File: config.mk
export PLATFORM = sky130hd
export DESIGN_NAME = nibble_add_seq
export DESIGN_NICKNAME = d
export VERILOG_FILES = /design/src/rtl/nibble_seq_pkg.sv /design/src/rtl/fulladder4.sv /design/src/rtl/nibble_add_seq.sv
export SDC_FILE = /design/constraint.sdc
export NUM_CORES = 1
export LEC_CHECK = 0
export CAP_MARGIN = 0
export CORE_ASPECT_RATIO = 0.7
export CORE_MARGIN = 5
export CORE_UTILIZATION = 35
export DETAILED_ROUTE_END_ITERATION = 10
export GPL_ROUTABILITY_DRIVEN = 0
export GPL_TIMING_DRIVEN = 1
export PLACE_DENSITY_LB_ADDON = 0.2
export SYNTH_ARGS = -nofsm -noshare
export SYNTH_HDL_FRONTEND = slang
export SYNTH_SLANG_ARGS = --single-unit
File: constraint.sdc
create_clock -name clk -period 6.7 [get_ports clk]
set_clock_uncertainty 0.15 [all_clocks]
set_input_delay 1.005 -clock clk [delete_from_list [all_inputs] [get_ports clk]]
set_output_delay 1.005 -clock clk [all_outputs]
set_load 0.005 [all_outputs]
File: src/rtl/nibble_seq_pkg.sv
// Shared types and constants for the nibble-serial adder.
package nibble_seq_pkg;

  typedef enum logic [1:0] {
    ST_IDLE = 2'd0,
    ST_RUN  = 2'd1,
    ST_DONE = 2'd2
  } state_t;

  localparam int NIB_W = 4;

  // Width of the nibble index for a given nibble count, never below one bit.
  function automatic int idx_width(input int nib);
    return (nib <= 1) ? 1 : $clog2(nib);
  endfunction

endpackage

File: src/rtl/fulladder4.sv
// 4-bit ripple adder slice, purely combinational.
module fulladder4 (
  input  logic [3:0] a,
  input  logic [3:0] b,
  input  logic       cin,
  output logic [3:0] s,
  output logic       cout
);

  logic [4:0] c;

  assign c[0] = cin;

  for (genvar gi = 0; gi < 4; gi++) begin : g_bit
    assign s[gi]   = a[gi] ^ b[gi] ^ c[gi];
    assign c[gi+1] = (a[gi] & b[gi]) | (c[gi] & (a[gi] ^ b[gi]));
  end

  assign cout = c[4];

endmodule

File: src/rtl/nibble_add_seq.sv
// Multi-cycle WIDTH-bit adder sharing one fulladder4 slice, LSB nibble first.
// Optional subtract support is enabled with the NIBBLE_SUB_EN macro.
module nibble_add_seq
  import nibble_seq_pkg::*;
#(
  parameter int WIDTH = 16
) (
  input  logic             clk,
  input  logic             rst_n,
  input  logic             start,
  input  logic [WIDTH-1:0] a,
  input  logic [WIDTH-1:0] b,
  input  logic             cin,
`ifdef NIBBLE_SUB_EN
  input  logic             sub,
`endif
  output logic             busy,
  output logic             done,
  output logic [WIDTH-1:0] sum,
  output logic             cout,
  output logic             ovf
);

  localparam int NIB   = WIDTH / NIB_W;
  localparam int IDX_W = idx_width(NIB);

  state_t             state_reg, state_next;
  logic [WIDTH-1:0]   a_reg, b_reg, res_reg, res_next;
  logic               carry_reg;
  logic [IDX_W-1:0]   idx_reg;
  logic               last_nib;
  logic [NIB_W-1:0]   slice_a, slice_b, slice_s;
  logic               slice_cout;
  logic [WIDTH-1:0]   b_eff;
  logic               cin_eff;

`ifdef NIBBLE_SUB_EN
  assign b_eff   = sub ? ~b : b;
  assign cin_eff = sub ? 1'b1 : cin;
`else
  assign b_eff   = b;
  assign cin_eff = cin;
`endif

  assign last_nib = (idx_reg == IDX_W'(NIB - 1));

  always_comb begin
    slice_a = '0;
    slice_b = '0;
    for (int i = 0; i < NIB; i++) begin
      if (idx_reg == IDX_W'(i)) begin
        slice_a = a_reg[NIB_W*i +: NIB_W];
        slice_b = b_reg[NIB_W*i +: NIB_W];
      end
    end
  end

  fulladder4 u_slice (
    .a    (slice_a),
    .b    (slice_b),
    .cin  (carry_reg),
    .s    (slice_s),
    .cout (slice_cout)
  );

  // Result register with the current nibble merged in.
  for (genvar gi = 0; gi < NIB; gi++) begin : g_res
    assign res_next[NIB_W*gi +: NIB_W] =
      (idx_reg == IDX_W'(gi)) ? slice_s : res_reg[NIB_W*gi +: NIB_W];
  end

  always_ff @(posedge clk or negedge rst_n) begin
    if (!rst_n) state_reg <= ST_IDLE;
    else        state_reg <= state_next;
  end

  always_comb begin
    state_next = state_reg;
    busy       = 1'b0;
    done       = 1'b0;
    case (state_reg)
      ST_IDLE: if (start) state_next = ST_RUN;
      ST_RUN: begin
        busy = 1'b1;
        if (last_nib) state_next = ST_DONE;
      end
      ST_DONE: begin
        busy       = 1'b1;
        done       = 1'b1;
        state_next = ST_IDLE;
      end
      default: state_next = ST_IDLE;
    endcase
  end

  // Outputs are loaded on the final RUN edge so they are valid throughout DONE.
  always_ff @(posedge clk or negedge rst_n) begin
    if (!rst_n) begin
      a_reg     <= '0;
      b_reg     <= '0;
      res_reg   <= '0;
      carry_reg <= 1'b0;
      idx_reg   <= '0;
      sum       <= '0;
      cout      <= 1'b0;
      ovf       <= 1'b0;
    end else begin
      case (state_reg)
        ST_IDLE: begin
          if (start) begin
            a_reg     <= a;
            b_reg     <= b_eff;
            carry_reg <= cin_eff;
            idx_reg   <= '0;
          end
        end
        ST_RUN: begin
          res_reg   <= res_next;
          carry_reg <= slice_cout;
          idx_reg   <= idx_reg + IDX_W'(1);
          if (last_nib) begin
            sum  <= res_next;
            cout <= slice_cout;
            ovf  <= (a_reg[WIDTH-1] == b_reg[WIDTH-1]) &&
                    (res_next[WIDTH-1] != a_reg[WIDTH-1]);
          end
        end
        default: ;
      endcase
    end
  end

endmodule
==> impl_results.md, run 1 <==
- Run status: complete, no violations
- Initial antenna violation count: 0
- Yosys top cell area share: 54.1%
- CTS clk-pin slew, worst paths: 60 ps
- # Post-CTS Setup Buffers: 0
- Cell taking the most area after synthesis: sky130_fd_sc_hd__dfrtp_1
- Resize count post-CTS: 0
- Number of enable flip-flop cells after synthesis: 0
- Global Route Usage Sum: roughly an eighth
- Top post-synthesis cells by count: sky130_fd_sc_hd__dfrtp_1, sky130_fd_sc_hd__mux2_2, sky130_fd_sc_hd__nand2_1
- Switching Fraction: between 30% and 40%
- TritonCTS Sinks: 67
- Mapped Area: 3100 sq um
- Int Pwr: 1500 uW
- Sequential cell area fraction in the yosys report: 54.1%
- Number of detailed-routing iterations run before antenna repair: 5
- Number of I/O port buffers: 55
- Class of the most critical hold timing path: reg2reg
- FF+latch area: around 1700 sq um
- Arrival time at the worst endpoint: 4040 ps
- Worst IR Drop VDD: between 200 and 250 uV
- Inserted Diodes: 0
- Most used flip-flop cell after synthesis: sky130_fd_sc_hd__dfrtp_1
- Top-count cell post-synth: sky130_fd_sc_hd__dfrtp_1
- Type of destination of the critical path: register
- Hold Violations, Final: 0
- Latest clock arrival within the worst-skew pair: 330 ps
- CTS tree: yes
- Nature of the critical path startpoint: register
- Mapped Nets: 312
- Worst relative slew slack: 40.4%
- Logic gate share of total power: about 46%
- Leak: about 0.0018 uW
- Total half-perimeter wirelength after legalization and detailed placement: 4500 microns
- Final WL: 6410 microns
- Delay of the slowest critical-path stage: 680 ps
- Critical Path, Cell by Cell: inv_1 > ha_1 > a21oi_1 > a22oi_1 > fa_1 > inv_1 > fa_1 > fa_1 > fa_1 > and3b_1 > a21oi_1 > o21ai_0
- Effective utilization at floorplan: between 30% and 40%
- Portion of the clock cycle consumed by the worst path in the final layout: 59.9%
- H-tree level count: 3
- Post-Syn Instances: 265
- Net switching power: 839 uW
- CP max stage cell: sky130_fd_sc_hd__ha_1
- Placeable core area: 8550 sq um
- Final #Nets: 364
- Routed WL per cell: about 15 microns
- Top post-synthesis cells by area: sky130_fd_sc_hd__dfrtp_1, sky130_fd_sc_hd__mux2_2, sky130_fd_sc_hd__nand2_1
- Maximum number of pins on one net before global-route repair: 68
- Transition at the pin with the smallest max-transition slack: 892 ps
- Die Footprint: 10900 sq um
- Synth cell types: 25
- Part of the total power dissipated in sequential elements: between 30% and 40%
- Highest achievable clock rate: 249 MHz
- Number of pins exceeding their max-slew limit in the final report: 0
- Boundary Pins: 56
- Buffer type at the clock tree root: sky130_fd_sc_hd__clkbuf_16
- Global-route wire length before repair: 10600 microns
- Average instance area after synthesis: 11.7 sq um
- Area growth syn-to-layout: 31.2%
- CP dominant cell by count: sky130_fd_sc_hd__fa_1
- Die extent in x: 123 microns
- Endpoints failing setup: 0
- Vertical die dimension: 88.8 microns
- Area of combinational cells with multiple inputs: ~1300 sq um
- Crit path time final: 4010 ps
- Buffers from clock root to sink, at most: 2
- Vias: roughly 2100
- Number of violations reported at the end of detailed-routing iteration 0: 88
- Total CTS buffers: 9
- Hold WS: 324 ps
- Via-to-Cell Ratio: around 4.7
- Share of total power in the clock network: 23.3%
- Row Count: 28
- Setup repair after global routing missed its margin: no
- Number of remaining DRC errors: 0
- Max-cap violations: 0
- Via count of the first global-routing pass: 2079
- Class of the most critical setup path: reg2reg
- Top cell family by delay on the critical path: adder cells
- Pwr dens: 576 nW/um^2
- Remaining global-route overflow: 0
- Hold-fix buffers at CTS: 0
- Yosys warning total: 0
- Fraction of layout instances using a drive strength above 1: a little under a fifth
- Total Negative Setup Slacks: 0 ps
- CP Data Required Time: between 6000 and 7000 ps
- Async set-or-reset flop fraction in the synthesized netlist: 100%
- Critical path peak fanout: 22
- Layout filler cell count: 830
- Critical path buffer and inverter count: 2
- Number of synthesized register bits: 67
- Antenna-violating nets left: 0
final cells by class:
type | instances | area share, %
Clock buffer | 9 | 5.53
Timing Repair Buffer | 56 | 13.6
Tap cell | 120 | 3.69
Multi-Input combinational cell | 171 | 31.8
Clock inverter | 7 | 3.07
Inverter | 12 | 1.11
Sequential cell | 67 | 41.2
layout by cell type (no fill, tap or decap), types with 4 or more instances in the layout:
| cell type | count |
|---|---|
| sky130_fd_sc_hd__dfrtp_1 | 67 |
| sky130_fd_sc_hd__mux2i_1 | 10 |
| sky130_fd_sc_hd__nor2b_1 | 5 |
| sky130_fd_sc_hd__fa_1 | 4 |
| sky130_fd_sc_hd__clkdlybuf4s50_1 | 54 |
| sky130_fd_sc_hd__a221oi_1 | 4 |
| sky130_fd_sc_hd__mux2_2 | 40 |
| sky130_fd_sc_hd__ha_1 | 7 |
| sky130_fd_sc_hd__nand2_1 | 40 |
| sky130_fd_sc_hd__o31ai_1 | 4 |
| sky130_fd_sc_hd__o21ai_0 | 26 |
| sky130_fd_sc_hd__inv_1 | 12 |
| sky130_fd_sc_hd__clkbuf_16 | 9 |
| sky130_fd_sc_hd__a21oi_1 | 13 |
cells by family (layout without fill, tap and decap cells):
kind of cell / Yosys count / in the layout / synth area share [%]
adder cells (fa/ha/maj): 11 / 11 / 5.41
AO/OA/AOI/OAI: 53 / 53 / 10.1
buffers and inverters: 27 / 84 / 4.20
AND/OR/NAND/NOR: 55 / 55 / 7.75
multiplexers: 52 / 52 / 18.5
flip-flops: 67 / 67 / 54.1
stage by stage:
stage	power [uW]	instances	area, sq um	setup WS [ps]	utilization (%)
floorplan	1460	265	3100	3090	-
finish	2340	442	4070	2690	47.6
detailed placement	1840	426	3720	2660	43.5
CTS	2390	442	4070	2650	47.6
global placement	1800	426	3720	2830	43.5
global route	2530	442	4070	2350	47.6
path summary, 6_finish.rpt:
check | startpoint | to | slack (ps) | cells after the start
min in group asynchronous | rst_n | res_reg[0] | 700 | 2
setup reg to reg | idx_reg[0] | ovf | 2690 | 12
hold reg to reg | res_reg[0] | res_reg[0] | 320 | 2
max in group asynchronous | rst_n | b_reg[1] | 5120 | 2
hold / removal | res_reg[0] | res_reg[0] | 320 | 2
setup / recovery | idx_reg[0] | ovf | 2690 | 12
metal layers:
layer	vias to the layer above	wire length (microns)	track usage, %
li1	1027	-	-
met1	1003	3310	19.1
met2	53	2640	17.0
met3	7	377	5.18
met4	0	84	4.27
met5	-	0	0
worst min-delay path, stage by stage (launching register included):
cell	delay, ps
sky130_fd_sc_hd__dfrtp_1	340
sky130_fd_sc_hd__nand2_1	40
sky130_fd_sc_hd__o21ai_0	60
power by group through the flow:
stage | clock, uW | sequential, uW | combinational [uW]
floorplan | 0 | 695 | 769
global placement | 0 | 730 | 1070
detailed placement | 0 | 732 | 1100
CTS | 559 | 726 | 1100
global route | 574 | 752 | 1210
finish | 546 | 724 | 1070
Note: power is estimated with default switching activity, not from simulation.
==> inputs of run 2 (changes only) <==
==> constraint.sdc (replaced) <==
create_clock -name clk -period 3.6 [get_ports clk]
set_clock_uncertainty 0.15 [all_clocks]
set_input_delay 0.54 -clock clk [delete_from_list [all_inputs] [get_ports clk]]
set_output_delay 0.54 -clock clk [all_outputs]
set_load 0.005 [all_outputs]
==> run 2 against run 1 <==
Against the previous run:
- register-to-register slack worse by 2400 ps
- non-clock buffer count is 9 higher
- critical path depth is 1 lower
- final area is 0.89% higher
- total power is 86% higher
- utilization is 0.42 points higher
- via count is 1.8% higher
- setup slack worse by 2400 ps
- sequential power is 85% higher
- critical path type unchanged
==> impl_results.md, run 2 (synthesis results as in run 1) <==
- Delay of the slowest critical-path stage: 510 ps (-170 ps)
- Number of I/O port buffers: 55 (unchanged)
- Source of the worst register-to-register timing path: idx_reg[0]
- Class of the most critical hold timing path: in2async
- Global Route Usage Sum: 13.1% (+0.14 points)
- Row Count: 28 (unchanged)
- Instance area after placement: 3770 sq um (+1.4%)
- Class of the most critical setup path: reg2reg
- Latest clock arrival within the worst-skew pair: 330 ps (about the same)
- Buffer type at the clock tree root: sky130_fd_sc_hd__clkbuf_16
- Int Pwr: 2800 uW (+86%)
- Net switching power: 1570 uW (+87%)
- Vertical die dimension: 88.8 microns (unchanged)
- Worst relative slew slack: 39.0% (-1.4 points)
- Number of violations reported at the end of detailed-routing iteration 0: 132 (+50%)
- Placeable core area: 8550 sq um (unchanged)
- Part of the total power dissipated in sequential elements: 30.8% (about the same)
- Number of detailed-routing iterations run before antenna repair: 4 (-1)
- Initial antenna violation count: 0 (unchanged)
- Switching Fraction: 35.9% (+0.054 points)
- Final WL: 6470 microns (+0.95%)
- Portion of the clock cycle consumed by the worst path in the final layout: 92.5% (+33 points)
- CTS tree: yes
- Fraction of layout instances using a drive strength above 1: 20.9% (+2.3 points)
- Highest achievable clock rate: 300 MHz (+21%)
- Effective utilization at floorplan: 36.3% (unchanged)
- Die extent in x: 123 microns (unchanged)
- Share of total power in the clock network: 20.8% (-2.5 points)
- Logic gate share of total power: 48.4% (+2.6 points)
- Total Negative Setup Slacks: 0 ps (unchanged)
- Buffers from clock root to sink, at most: 2 (unchanged)
- Area growth syn-to-layout: 32.4%
- Global-route wire length before repair: 10700 microns (+1.0%)
- Commonest non-fill, non-tap cells in the layout: sky130_fd_sc_hd__dfrtp_1, sky130_fd_sc_hd__clkdlybuf4s50_1, sky130_fd_sc_hd__nand2_1, sky130_fd_sc_hd__mux2_2, sky130_fd_sc_hd__o21ai_0
- Setup repair after global routing missed its margin: no
- Crit path time final: 3330 ps (-683 ps)
- Via count of the first global-routing pass: 2080 (+0.048%)
- Maximum number of pins on one net before global-route repair: 68 (unchanged)
- Worst IR Drop VDD: 504 uV (+130%)
- Remaining global-route overflow: 0 (unchanged)
- CTS clk-pin slew, worst paths: 50 ps (about the same)
- Critical Path, Cell by Cell: buf_4 > ha_1 > buf_4 > a21oi_1 > a22o_1 > fa_1 > fa_1 > fa_1 > and3b_1 > a21oi_1 > o21ai_0
- Die Footprint: 10900 sq um (unchanged)
- Number of pins exceeding their max-slew limit in the final report: 0 (unchanged)
- Critical path peak fanout: 12 (-45%)
- Inserted Diodes: 0 (unchanged)
- Total half-perimeter wirelength after legalization and detailed placement: 4670 microns (+3.7%)
- Max-cap violations: 0 (unchanged)
- Routed WL per cell: 14.4 microns (-0.84%)
- Final standard cell area without fillers: 4110 sq um (+0.89%)
- TritonCTS Sinks: 67 (unchanged)
- Hold-fix buffers at CTS: 0 (unchanged)
- Vias: 2127 (+1.8%)
- Final #Nets: 373 (+2.5%)
- Type of destination of the critical path: register
- Hold Violations, Final: 0 (unchanged)
- CP dominant cell by count: sky130_fd_sc_hd__fa_1
- Most common library cell in the layout ignoring fill and taps: sky130_fd_sc_hd__dfrtp_1
- Total placed cells including tap cells: 433 (+1.6%)
- Crit path from: idx_reg[0]
- Transition at the pin with the smallest max-transition slack: 913 ps (+20.8 ps)
- Via-to-Cell Ratio: 4.73 (about the same)
- Antenna-violating nets left: 0 (unchanged)
- Worst Reg2Reg Path Length in Cells: 11 (-1)
- Boundary Pins: 56 (unchanged)
- Total CTS buffers: 9 (unchanged)
- Number of remaining DRC errors: 0 (unchanged)
- Pwr dens: 1060 nW/um^2 (+85%)
- Run status: complete, no violations
- Post-route non-filler standard cell count: 450 (+1.8%)
- CP max stage cell: sky130_fd_sc_hd__fa_1
- H-tree level count: 3 (unchanged)
- Worst reg2reg setup slack: 270 ps (-2420 ps)
- Nature of the critical path startpoint: register
- Arrival time at the worst endpoint: 3350 ps (-690 ps)
- Leak: 0.00180 uW (+1.6%)
- Endpoints failing setup: 0 (unchanged)
- CP Data Required Time: 3620 ps (-3100 ps)
- R2r endpoint: ovf
[run 2: cell count changes in the layout (fill, tap and decap cells not counted)]
| cell | before | now |
|---|---|---|
| sky130_fd_sc_hd__clkbuf_1 | 0 | 1 |
| sky130_fd_sc_hd__ha_1 | 7 | 5 |
| sky130_fd_sc_hd__clkinv_4 | 3 | 0 |
| sky130_fd_sc_hd__inv_6 | 1 | 0 |
| sky130_fd_sc_hd__clkbuf_8 | 0 | 4 |
| sky130_fd_sc_hd__buf_4 | 1 | 10 |
| sky130_fd_sc_hd__ha_2 | 0 | 2 |
| sky130_fd_sc_hd__bufinv_16 | 3 | 1 |
[run 2: per-stage QoR]
stage                     power, uW  utilization, %  hold WS, ps  setup slack [ps]
final                          4360            48.0          231               269
after global routing           4710            48.0          337              7.04
after CTS                      4420            47.8          290               175
after detailed placement       3490            44.1          315               187
after global placement         3440            44.1          305               296
after floorplan                2740               -         94.4              68.3
[run 2: worst max path at each step]
stage          endpoint  slack (ps)  cells past startpoint
2_1_floorplan       ovf          70                     15
3_3_place_gp        ovf         300                     13
3_5_place_dp        ovf         190                     12
4_1_cts             ovf         180                     13
5_1_grt             ovf           7                     13
6_report            ovf         270                     11
[run 2: metal layers]
layer	up-vias	global-route usage [%]	routed length [microns]
met2	49	17.6	2640
li1	1041	-	-
met5	-	0	0
met1	1029	18.6	3390
met3	8	5.62	366
met4	0	4.57	77
[run 2: what timing repair did]
item / in CTS / in global routing
resized for setup: 0 / 2
endpoints found under the setup margin: 0 / 6
buffers inserted: 0 / 2
[run 2: power groups by stage]
| stage | Combinational [uW] | Sequential [uW] | Clock (uW) |
|---|---|---|---|
| finish | 2110 | 1340 | 908 |
| global route | 2350 | 1390 | 959 |
| CTS | 2130 | 1350 | 930 |
| detailed placement | 2130 | 1360 | 0 |
| global placement | 2090 | 1360 | 0 |
| floorplan | 1440 | 1290 | 0 |
[run 2: final cells by class]
class | instances | area [sq um]
Multi-Input combinational cell | 171 | 1300
Clock buffer | 14 | 284
Fill cell | 823 | 4440
Timing Repair Buffer | 65 | 621
Sequential cell | 67 | 1680
Inverter | 12 | 45.0
Tap cell | 120 | 150
Clock inverter | 1 | 30.0
[run 2: critical path: cells and delay by family (launching register included)]
kind / cells / cell delay (ps)
AO/OA/AOI/OAI: 4 / 460
adder cells (fa/ha/maj): 4 / 1640
flip-flops: 1 / 390
buffers and inverters: 2 / 350
AND/OR/NAND/NOR: 1 / 180
